==> src/rtl/ysyx_22050518_mul_ctrl.sv <==
// Issue/response controller between the EX-stage RV64M dispatch and the
// 8-cycle multiplier: decodes the op, launches it, picks hi/lo and returns it.
module ysyx_22050518_mul_ctrl #(
  parameter int WATCHDOG = 16
) (
  input  logic        clk,
  input  logic        rst_n,
  input  logic        flush,
  input  logic        req_valid,
  output logic        req_ready,
  input  logic [2:0]  req_op,
  input  logic [63:0] req_src1,
  input  logic [63:0] req_src2,
  input  logic [4:0]  req_rd,
  output logic        resp_valid,
  input  logic        resp_ready,
  output logic [63:0] resp_data,
  output logic [4:0]  resp_rd,
  output logic        busy,
  output logic        err,
  output logic        m_valid,
  output logic        m_flush,
  output logic        m_mulw,
  output logic [1:0]  m_signed,
  output logic [63:0] m_multiplicand,
  output logic [63:0] m_multiplier,
  input  logic        m_out_ready,
  input  logic        m_out_valid,
  input  logic [63:0] m_result_hi,
  input  logic [63:0] m_result_lo
);

  localparam int DATA_W = 64;
  localparam int CNT_W  = $clog2(WATCHDOG + 1);

  localparam logic [2:0] OP_MUL    = 3'b000;
  localparam logic [2:0] OP_MULH   = 3'b001;
  localparam logic [2:0] OP_MULHSU = 3'b010;
  localparam logic [2:0] OP_MULHU  = 3'b011;
  localparam logic [2:0] OP_MULW   = 3'b100;

  typedef enum logic [1:0] {
    IDLE  = 2'd0,
    ISSUE = 2'd1,
    WAIT  = 2'd2,
    RESP  = 2'd3
  } state_t;

  state_t              state;
  logic [2:0]          op_q;
  logic [DATA_W-1:0]   src1_q;
  logic [DATA_W-1:0]   src2_q;
  logic [4:0]          rd_q;
  logic                mulw_q;
  logic [1:0]          signed_q;
  logic [CNT_W-1:0]    cnt;
  logic                timeout;
  logic                abort;

  function automatic logic op_illegal(input logic [2:0] op);
    return op[2] & (|op[1:0]);
  endfunction

  // mul_signed[1] qualifies the multiplicand, [0] the multiplier.
  function automatic logic [1:0] dec_signed(input logic [2:0] op);
    logic [1:0] s;
    case (op)
      OP_MULHSU: s = 2'b10;
      OP_MULHU:  s = 2'b00;
      default:   s = 2'b11;
    endcase
    return s;
  endfunction

  function automatic logic [DATA_W-1:0] select_result(
    input logic [2:0]        op,
    input logic [DATA_W-1:0] hi,
    input logic [DATA_W-1:0] lo
  );
    logic [DATA_W-1:0] r;
    case (op)
      OP_MUL:                      r = lo;
      OP_MULH, OP_MULHSU, OP_MULHU: r = hi;
      OP_MULW:                     r = {{32{lo[31]}}, lo[31:0]};
      default:                     r = '0;
    endcase
    return r;
  endfunction

  assign timeout = (cnt == CNT_W'(WATCHDOG - 1));
  // A flush takes precedence over the watchdog, so a flushed op never reports err.
  assign abort   = (state == WAIT) && !flush && !m_out_valid && timeout;

  assign req_ready      = (state == IDLE) && !flush;
  assign busy           = (state != IDLE);
  assign err            = abort;
  assign m_valid        = (state == ISSUE) && !flush;
  assign m_flush        = flush | abort;
  assign m_mulw         = mulw_q;
  assign m_signed       = signed_q;
  assign m_multiplicand = src1_q;
  assign m_multiplier   = src2_q;

  always_ff @(posedge clk or negedge rst_n) begin
    if (!rst_n) begin
      state      <= IDLE;
      op_q       <= '0;
      src1_q     <= '0;
      src2_q     <= '0;
      rd_q       <= '0;
      mulw_q     <= 1'b0;
      signed_q   <= '0;
      cnt        <= '0;
      resp_valid <= 1'b0;
      resp_data  <= '0;
      resp_rd    <= '0;
    end else if (flush) begin
      state      <= IDLE;
      resp_valid <= 1'b0;
    end else begin
      case (state)
        IDLE: begin
          if (req_valid) begin
            op_q     <= req_op;
            src1_q   <= req_src1;
            src2_q   <= req_src2;
            rd_q     <= req_rd;
            mulw_q   <= (req_op == OP_MULW);
            signed_q <= dec_signed(req_op);
            if (op_illegal(req_op)) begin
              // Illegal ops bypass the multiplier and answer zero.
              resp_data  <= '0;
              resp_rd    <= req_rd;
              resp_valid <= 1'b1;
              state      <= RESP;
            end else begin
              state <= ISSUE;
            end
          end
        end
        ISSUE: begin
          if (m_out_ready) begin
            cnt   <= '0;
            state <= WAIT;
          end
        end
        WAIT: begin
          if (m_out_valid) begin
            resp_data  <= select_result(op_q, m_result_hi, m_result_lo);
            resp_rd    <= rd_q;
            resp_valid <= 1'b1;
            state      <= RESP;
          end else if (timeout) begin
            state <= IDLE;
          end else begin
            cnt <= cnt + 1'b1;
          end
        end
        RESP: begin
          if (resp_ready) begin
            resp_valid <= 1'b0;
            state      <= IDLE;
          end
        end
        default: state <= IDLE;
      endcase
    end
  end

endmodule

==> config.mk <==
export PLATFORM = sky130hd
export DESIGN_NAME = ysyx_22050518_mul_ctrl
export DESIGN_NICKNAME = d
export VERILOG_FILES = /design/src/rtl/ysyx_22050518_mul_ctrl.sv
export SDC_FILE = /design/constraint.sdc
export NUM_CORES = 1
export LEC_CHECK = 0
export ABC_CLOCK_PERIOD_IN_PS = 3000
export BUFFER_PORTS_ARGS = -buffer_cell sky130_fd_sc_hd__buf_2
export CORE_AREA = 2 2 188 190
export DETAILED_ROUTE_END_ITERATION = 10
export DIE_AREA = 0 0 190 192
export GPL_TIMING_DRIVEN = 0
export HOLD_SLACK_MARGIN = 0.08
export PLACE_DENSITY_LB_ADDON = 0.2
export SLEW_MARGIN = 5
export SYNTH_ARGS = -nofsm -noshare
export SYNTH_HDL_FRONTEND = slang
export SYNTH_SLANG_ARGS = --single-unit
==> constraint.sdc <==
create_clock -name clk -period 3 [get_ports clk]
set_input_delay 0 -clock clk [delete_from_list [all_inputs] [get_ports clk]]
set_output_delay 0 -clock clk [all_outputs]
set_load 0.05 [all_outputs]
==> results.md, run 1 <==
- Largest net degree at the start of global routing: 110
- Port bufs: 476
- Mapped Cells: 714
- Arr. time, crit path: 3.26 ns
- Vias in the first global route: 9032
- Min Tclk post-route: 2.79 ns
- Post-synthesis sequential area ratio: 0.590
- DRC viols: 0
- DIE HEIGHT: 192 um
- Synth top area cells: dfrtp_1, mux2_2, o21ai_0
- Worst hold path type: primary input to asynchronous set/reset pin
- Max-cap viol count: 0
- Multi-input logic area: 0.00350 mm^2
- Initial Util: 0.267
- Syn nets: 991
- All-layer global routing usage: 0.172
- Area of the mapped netlist: 0.00916 mm^2
- Vias per inst: 4.42
- H-tree depth: 1
- Area Overhead vs Synth: 72.9%
- Fin nets: 1772
- Main synth FF type: dfrtp_1
- Root Buffer Master: clkbuf_16
- Final Non-Filler Cells: 1968
- Yosys top cell area share: 0.590
- Crit. Startpoint: cnt[0]
- Worst R2R Start: cnt[0]
- Clk buf depth: 3
- Worst-path clk slew: 0.06 ns
- Status: completed
- Relative slew margins: 0.494
- CTS tree: yes
- Hpwl dp: 23400 um
- PnR Total Power: 17800 uW
- Setup violations, final: 0
- Drt initial violations: 316
- PD cells: 1120 mW/mm^2
- Required @ worst endpoint: 3.47 ns
- Max VDD drop: 0.673 mV
- Syn. warnings: 0
- Later-pin clock latency in the skew report: 0.53 ns
- Number of enable flip-flop cells after synthesis: 0
- Lkg Pwr: 0.00765 uW
- Core area: 0.0343 mm^2
- Row count: 68
- Fill count: 3223
- Synth unique cells: 36
- Startpoint types: register
- Sequential cell area: 0.00541 mm^2
- R2R depth: 8
- Setup TNS: 0 ns
- Share of cells above drive strength 1: 0.456
- Post-route ant nets: 0
- Max-slew violation count: 0
- Post-DR wirelength/cell: 16.6 um
- Chip width: 190 um
- #FFs+latches synth: 216
- Worst Tran Pin Value: 0.754 ns
- First-pass GRT wire length: 50000 um
- Period utilization: 0.930
- DR vias: 8702
- Critical Path Sink Type: register
- Die Footprint: 0.0365 mm^2
- Placer Congestion: 0.784
- DP Cell Count: 1647
- Total CTS buffers: 26
- Fmax: 0.358 GHz
- Congestion Overflow GR: 0
- Ys async rst share: 1.00
- Largest fanout on the critical path: 4
- RSZ-0062 raised after global routing: no
- Initial antenna violation count: 1
- Critical path type: register to register
- Drt pass-1 iters: 6
- Io pins: 477
- DRT Wirelength: 32600 um
- Avg Cell Area, Syn: 12.8 um^2
- Num Clock Sinks: 216
- Final hold vios: 0
- Synth area leader: dfrtp_1
- Skew final: 0.0105 ns
[final cells by class]
type | instances | share of cell area
buffer | 53 | 0.0151
antenna | 1 | 0.000158
inverter | 5 | 0.00118
sequential | 216 | 0.341
clock inverter | 11 | 0.00979
tap | 455 | 0.0359
multi-input combinational | 440 | 0.221
clock buffer | 34 | 0.0475
timing repair buffer | 753 | 0.328
[registers in the layout (all words and copies together), names as in the netlist]
name,count
m_multiplicand,64
m_mulw,1
cnt,5
resp_rd,5
resp_data,64
m_multiplier,64
rd_q,5
resp_valid,1
op_q,3
state,2
m_signed,2
[cell families after synthesis]
logic type / after synthesis / share of synthesized area
multiplexers: 174 / 0.209
AND/OR/NAND/NOR: 105 / 0.0628
buffers and inverters: 58 / 0.0281
flip-flops: 216 / 0.590
AO/OA/AOI/OAI: 155 / 0.102
adder cells (fa/ha/maj): 6 / 0.00820
[cells in the mapped netlist (6+ instances only)]
cell type	count
o21ai_0	77
nor2b_1	6
nor3b_1	33
dfrtp_1	216
a21oi_1	35
mux2i_1	37
clkbuf_1	18
a22o_1	32
nor2_1	8
nand2_1	46
ha_1	6
buf_2	29
mux2_2	137
[worst paths after layout]
check	end	slack (ns)
worst min-delay path	resp_data[20]	0.1
worst max-delay path	cnt[4]	0.21
max in group asynchronous	resp_data[5]	2.03
worst max register to register	cnt[4]	0.21
min in group clk	m_multiplier[27]	0.23
worst min register to register	m_signed[0]	0.47
[power breakdown]
part	internal (uW)	switching, uW
logic	3040	6620
clock network	2090	1230
registers	4160	616
total	9290	8470
[layer usage]
| layer | vias up | global-route usage | wire, um |
|---|---|---|---|
| met2 | 282 | 0.299 | 16200 |
| met4 | 0 | 0.0566 | 1040 |
| met1 | 4230 | 0.216 | 13700 |
| li1 | 4125 | - | - |
| met5 | - | 0 | 0 |
| met3 | 65 | 0.0296 | 1730 |
[worst max-delay path, stage by stage, from the launching register on]
cell           delay, ns
dfrtp_1             0.41
ha_1                0.22
and3_1              0.19
ha_1                0.21
nor3b_1             0.36
nand2_1             0.08
dlygate4sd3_1       0.57
o21ai_0             0.13
dlygate4sd3_1       0.56
[placed cells by master, fill, tap and decap left out, types with 7 or more instances in the layout]
master | Yosys | layout
buf_2 | 29 | 504
clkinv_2 | 0 | 7
a22o_1 | 32 | 32
mux2_2 | 137 | 137
clkbuf_16 | 0 | 27
mux2i_1 | 37 | 37
dfrtp_1 | 216 | 216
a21oi_1 | 35 | 35
nor2_1 | 8 | 7
o21ai_0 | 77 | 77
clkbuf_1 | 18 | 20
nor3b_1 | 33 | 33
nand2_1 | 46 | 46
dlygate4sd3_1 | 0 | 275
[what timing repair did]
| action | CTS | global route |
|---|---|---|
| endpoints found under the setup margin | 0 | 22 |
| buffers inserted | 0 | 0 |
| hold endpoints to repair | 432 | 0 |
| gates resized for setup | 0 | 1 |
| hold buffers | 275 | 0 |
[stage by stage]
stage	hold WS, ns	utilization	setup WS, ns	instance area (um^2)
2_1_floorplan	-0.296	-	0.436	9160
3_3_place_gp	0.230	0.353	-2.13	12100
3_5_place_dp	-0.177	0.355	0.513	12200
4_1_cts	0.126	0.462	0.0823	15800
5_1_grt	0.126	0.462	0.0257	15800
6_report	0.0972	0.462	0.210	15800
Power figures use the tool's default switching activity.
==> run 2, diff against run 1 <==
CORE_AREA = 2 2 186 188   (was 2 2 188 190)
DIE_AREA = 0 0 188 190   (was 0 0 190 192)
PLACE_DENSITY = 0.53   (was unset)
PLACE_DENSITY_LB_ADDON = unset   (was 0.2)
SKIP_LAST_GASP = 1   (was unset)
==> run 2 against run 1 <==
Final area down 0.81%. Clock skew down 0.0040 ns. Highest routed layer unchanged. Via count up 0.82%. First-iteration DRC count up 18%. Final cell count about the same. Non-clock buffer count down 4. Flip-flop and latch count unchanged. Largest power group unchanged.
==> results.md, run 2 (synthesis results as in run 1) <==
- Status: completed
- DR vias: 8773 (+0.82%)
- Startpoint types: register
- R2R depth: 6 (-2)
- Largest fanout on the critical path: 10 (+6)
- Worst-path clk slew: 0.06 ns (about the same)
- Vias per inst: 4.46 (+0.87%)
- Row count: 68 (unchanged)
- Critical Path Sink Type: register
- H-tree depth: 1 (unchanged)
- Max VDD drop: 0.790 mV (+17%)
- Most common cell after layout, fill and taps aside: buf_2
- R2R setup slack: 0.31 ns (+0.10 ns)
- Share of cells above drive strength 1: 0.454 (-0.00204)
- PD cells: 1120 mW/mm^2 (-0.30%)
- DRC viols: 0 (unchanged)
- Final Non-Filler Cells: 1967 (-0.051%)
- Fmax: 0.372 GHz (+3.6%)
- Drt initial violations: 373 (+18%)
- Required @ worst endpoint: 3.44 ns (-0.03 ns)
- Worst Tran Pin Value: 0.843 ns (+0.0886 ns)
- All-layer global routing usage: 0.175 (+0.00302)
- Skew final: 0.00649 ns (-0.00398 ns)
- Crit. Startpoint: op_q[1]
- Area Overhead vs Synth: 71.5%
- Congestion Overflow GR: 0 (unchanged)
- RSZ-0062 raised after global routing: no
- Core area: 0.0339 mm^2 (-0.99%)
- Worst hold path type: primary input to asynchronous set/reset pin
- DIE HEIGHT: 190 um (-1.0%)
- Post-route cell area: 0.0157 mm^2 (-0.81%)
- Num Clock Sinks: 216 (unchanged)
- Port bufs: 476 (unchanged)
- Placer Congestion: 0.826 (+5.4%)
- Post-route ant nets: 0 (unchanged)
- Arr. time, crit path: 3.13 ns (-0.13 ns)
- Post-DR wirelength/cell: 16.6 um (+0.22%)
- Post-CTS setup buffer count: 0 (unchanged)
- Fin nets: 1768 (-0.23%)
- First-pass GRT wire length: 50000 um (about the same)
- Max-slew violation count: 0 (unchanged)
- Lkg Pwr: 0.00759 uW (-0.82%)
- Initial antenna violation count: 1 (unchanged)
- Min Tclk post-route: 2.69 ns (-0.0982 ns)
- Most frequent cells in the layout: buf_2, dlygate4sd3_1, dfrtp_1, mux2_2, o21ai_0
- DP Cell Count: 1646 (-0.061%)
- Drt pass-1 iters: 4 (-2)
- Vias in the first global route: 9225 (+2.1%)
- Final Core Density: 0.463 (+0.000835)
- DRT Wirelength: 32700 um (+0.17%)
- Io pins: 477 (unchanged)
- Worst R2R Start: op_q[1]
- CTS tree: yes
- Initial Util: 0.270 (+0.00268)
- Period utilization: 0.897 (-0.0327)
- Max-cap viol count: 0 (unchanged)
- Chip width: 188 um (-1.1%)
- Relative slew margins: 0.438 (-0.0560)
- Post-Place Cell Area: 0.0121 mm^2 (-0.23%)
- Critical path type: register to register
- Clk buf depth: 3 (unchanged)
- Die Footprint: 0.0357 mm^2 (-2.1%)
- Setup violations, final: 0 (unchanged)
- Total CTS buffers: 26 (unchanged)
- Final hold slack: 0.111 ns (+0.0136 ns)
- Hpwl dp: 23100 um (-1.4%)
- Largest net degree at the start of global routing: 112 (+1.8%)
- Root Buffer Master: clkbuf_16
- Fill count: 3158 (-2.0%)
- Later-pin clock latency in the skew report: 0.52 ns (about the same)
- Final hold vios: 0 (unchanged)
## run 2: final cells by class
| cell class | instances | area [um^2] | share of cell area |
|---|---|---|---|
| antenna | 2 | 5.00 | 0.000319 |
| multi-input combinational | 440 | 3500 | 0.223 |
| sequential | 216 | 5410 | 0.344 |
| buffer | 53 | 239 | 0.0152 |
| inverter | 5 | 18.8 | 0.00119 |
| clock buffer | 38 | 757 | 0.0482 |
| tap | 455 | 569 | 0.0362 |
| timing repair buffer | 749 | 5140 | 0.327 |
| clock inverter | 9 | 76.3 | 0.00486 |
## run 2: metrics by stage
stage | power [uW] | setup TNS (ns) | setup WS [ns]
3_5_place_dp | 13800 | 0 | 0.567
4_1_cts | 17700 | 0 | 0.0430
6_report | 17600 | 0 | 0.309
3_3_place_gp | 13700 | -430.78 | -2.03
2_1_floorplan | 11300 | 0 | 0.436
5_1_grt | 18400 | 0 | 0.142
## run 2: path summary, 6_finish.rpt
check / end
max in group asynchronous: resp_data[9]
min in group clk: m_multiplier[0]
worst max-delay path: resp_data[13]
worst min-delay path: m_multiplier[34]
worst min register to register: resp_data[11]
worst max register to register: resp_data[13]
## run 2: timing repair
action,CTS,global route
resized for setup,0,1
setup endpoints to repair,0,28
hold buffers,272,0
endpoints found under the hold margin,321,0
## run 2: where the power goes
| group | total [uW] | internal, uW | switching (uW) |
|---|---|---|---|
| sequential | 4810 | 4160 | 653 |
| combinational | 9680 | 3030 | 6650 |
| clock | 3070 | 1830 | 1240 |
| total | 17600 | 9020 | 8540 |
## run 2: critical path, cell delays in order (launching register included)
cell,delay [ns]
dfrtp_1,0.39
nor2_2,0.48
buf_2,0.44
clkbuf_1,0.41
a21oi_1,0.14
dlygate4sd3_1,0.58
o21ai_0,0.16
## run 2: metal layers
metal,vias to the layer above,track usage,part of all wire
li1,4122,-,-
met1,4274,0.221,0.42
met2,306,0.296,0.49
met3,71,0.0312,0.050
met4,0,0.0727,0.040
met5,-,0,0
==> run 3, diff against run 2 <==
CELL_PAD_IN_SITES_DETAIL_PLACEMENT = 1   (was unset)
CELL_PAD_IN_SITES_GLOBAL_PLACEMENT = 1   (was unset)
CORE_AREA = 2 2 183 185   (was 2 2 186 188)
DIE_AREA = 0 0 185 187   (was 0 0 188 190)
PLACE_DENSITY = 0.68   (was 0.53)
==> run 3 against run 2 <==
Maximum frequency down 2.6%. Utilization up 1.5 points. Final cell count down 0.46%. Critical endpoint is now resp_data[5]. Worst setup slack worse by 0.073 ns. Largest cell class unchanged. Power up 1.6%. Non-clock buffer count up 1. Sequential power up 1%. Flip-flop and latch count unchanged. Clock power down 2%. Via count up 4.4%.
==> results.md, run 3 (synthesis results as in run 1) <==
- Arr. time, crit path: 3.17 ns (+0.04 ns)
- Largest fanout on the critical path: 10 (unchanged)
- Lkg Pwr: 0.00758 uW (-0.14%)
- Vias in the first global route: 10391 (+13%)
- Min Tclk post-route: 2.76 ns (+0.0732 ns)
- DIE HEIGHT: 187 um (-1.6%)
- Clk buf depth: 3 (unchanged)
- PD cells: 1140 mW/mm^2 (+1.7%)
- Port bufs: 476 (unchanged)
- Fill count: 3679 (+16%)
- Initial antenna violation count: 6 (+5)
- Drt pass-1 iters: 4 (unchanged)
- Drt initial violations: 310 (-17%)
- Most common cell after layout, fill and taps aside: buf_2
- Root Buffer Master: clkbuf_16
- Max VDD drop: 0.747 mV (-5.5%)
- Placer Congestion: 0.841 (+1.9%)
- Row count: 67 (-1.5%)
- Fmax: 0.362 GHz (-2.6%)
- DP Cell Count: 1639 (-0.43%)
- Fin nets: 1768 (unchanged)
- Post-DR wirelength/cell: 20.1 um (+21%)
- Die Footprint: 0.0346 mm^2 (-3.1%)
- Core area: 0.0329 mm^2 (-3.2%)
- Multi-input logic area: 0.00350 mm^2 (+0.14%)
- Period utilization: 0.922 (+0.0244)
- RSZ-0062 raised after global routing: no
- Later-pin clock latency in the skew report: 0.51 ns (about the same)
- Post-CTS setup buffer count: 0 (unchanged)
- Largest net degree at the start of global routing: 115 (+2.7%)
- Critical Path Sink Type: register
- Skew final: 0.00809 ns (+0.00161 ns)
- Final hold vios: 0 (unchanged)
- Initial Util: 0.279 (+0.00892)
- Congestion Overflow GR: 0 (unchanged)
- Startpoint types: register
- DRT Wirelength: 39400 um (+21%)
- Io pins: 477 (unchanged)
- Required @ worst endpoint: 3.40 ns (-0.04 ns)
- CTS tree: yes
- Sequential cell area: 0.00541 mm^2 (unchanged)
- Final Non-Filler Cells: 1958 (-0.46%)
- Relative slew margins: 0.430 (-0.00805)
- Area Overhead vs Synth: 71.4%
- Num Clock Sinks: 216 (unchanged)
- Post-route ant nets: 0 (unchanged)
- Critical path type: register to register
- Worst-path clk slew: 0.06 ns (about the same)
- Max-slew violation count: 0 (unchanged)
- Total CTS buffers: 25 (-3.8%)
- DR vias: 9160 (+4.4%)
- First-pass GRT wire length: 60500 um (+21%)
- Vias per inst: 4.68 (+4.9%)
- Share of cells above drive strength 1: 0.455 (+0.00115)
- All-layer global routing usage: 0.225 (+0.0503)
- Worst Tran Pin Value: 0.850 ns (+0.00696 ns)
- Setup TNS: 0 ns (unchanged)
- Final hold slack: 0.116 ns (+0.00501 ns)
- H-tree depth: 1 (unchanged)
- Status: completed
- Max-cap viol count: 0 (unchanged)
- Most frequent cells in the layout: buf_2, dlygate4sd3_1, dfrtp_1, mux2_2, o21ai_0
- Setup violations, final: 0 (unchanged)
- DRC viols: 0 (unchanged)
- Hpwl dp: 24800 um (+7.7%)
- Chip width: 185 um (-1.6%)
- Worst hold path type: primary input to register
==> run 3: cell count changes in the layout (fill, tap and decap cells not counted), moves of 2 or more <==
cell	delta
diode_2	+4
clkbuf_8	+2
clkbuf_16	-2
clkbuf_1	-5
==> run 3: layout make-up <==
type                    instances  area share
multi-input cells             440       0.223
repair buffers                750       0.328
clock inverters                 7     0.00542
inverters                       5     0.00120
plain buffers                  53      0.0152
clock buffers                  33      0.0456
diodes                          6    0.000957
flip-flops and latches        216       0.344
well taps                     448      0.0357
==> run 3: report_power, final <==
group / switching (uW) / internal (uW) / total (uW) / leakage (uW)
clock: 1190 / 1820 / 3010 / 0.000401
sequential: 716 / 4160 / 4880 / 0.00269
combinational: 6900 / 3050 / 9950 / 0.00448
total: 8800 / 9040 / 17800 / 0.00758
==> run 3: path summary, 6_finish.rpt <==
check / from / end / slack, ns / depth (start not counted)
setup / recovery: op_q[1] / resp_data[5] / 0.24 / 6
hold reg to reg: resp_data[18] / resp_data[18] / 0.48 / 2
setup reg to reg: op_q[1] / resp_data[5] / 0.24 / 6
max in group asynchronous: rst_n / m_multiplier[42] / 1.76 / 3
hold / removal: req_valid / resp_valid / 0.12 / 4
min in group asynchronous: rst_n / resp_data[20] / 0.13 / 2
==> run 3: critical path: stages (launching register included) <==
cell           delay [ns]
dfrtp_1              0.38
nor2_2               0.45
buf_2                0.42
clkbuf_1             0.42
a21oi_1              0.16
dlygate4sd3_1        0.61
o21ai_0              0.22
==> run 3: repair_timing <==
item / in CTS / in global routing
endpoints found under the hold margin: 318 / 0
hold buffers: 273 / 0
endpoints found under the setup margin: 0 / 31
gates resized for setup: 0 / 2
==> run 3: metal layers <==
| metal | vias up | routed length (um) | GRT usage |
|---|---|---|---|
| met2 | 338 | 20700 | 0.409 |
| met3 | 109 | 2130 | 0.0421 |
| met4 | 0 | 1980 | 0.106 |
| met5 | - | 0 | 0 |
| li1 | 4109 | - | - |
| met1 | 4604 | 14600 | 0.252 |
==> run 3: per-stage QoR <==
stage / worst slack (ns) / power [uW] / cell area (um^2) / utilization
2_1_floorplan: 0.436 / 11300 / 9160 / -
3_3_place_gp: -2.00 / 13700 / 12100 / 0.368
3_5_place_dp: 0.570 / 13900 / 12100 / 0.369
4_1_cts: 0.0494 / 17700 / 15700 / 0.477
5_1_grt: 0.0686 / 18700 / 15700 / 0.478
6_report: 0.235 / 17800 / 15700 / 0.478
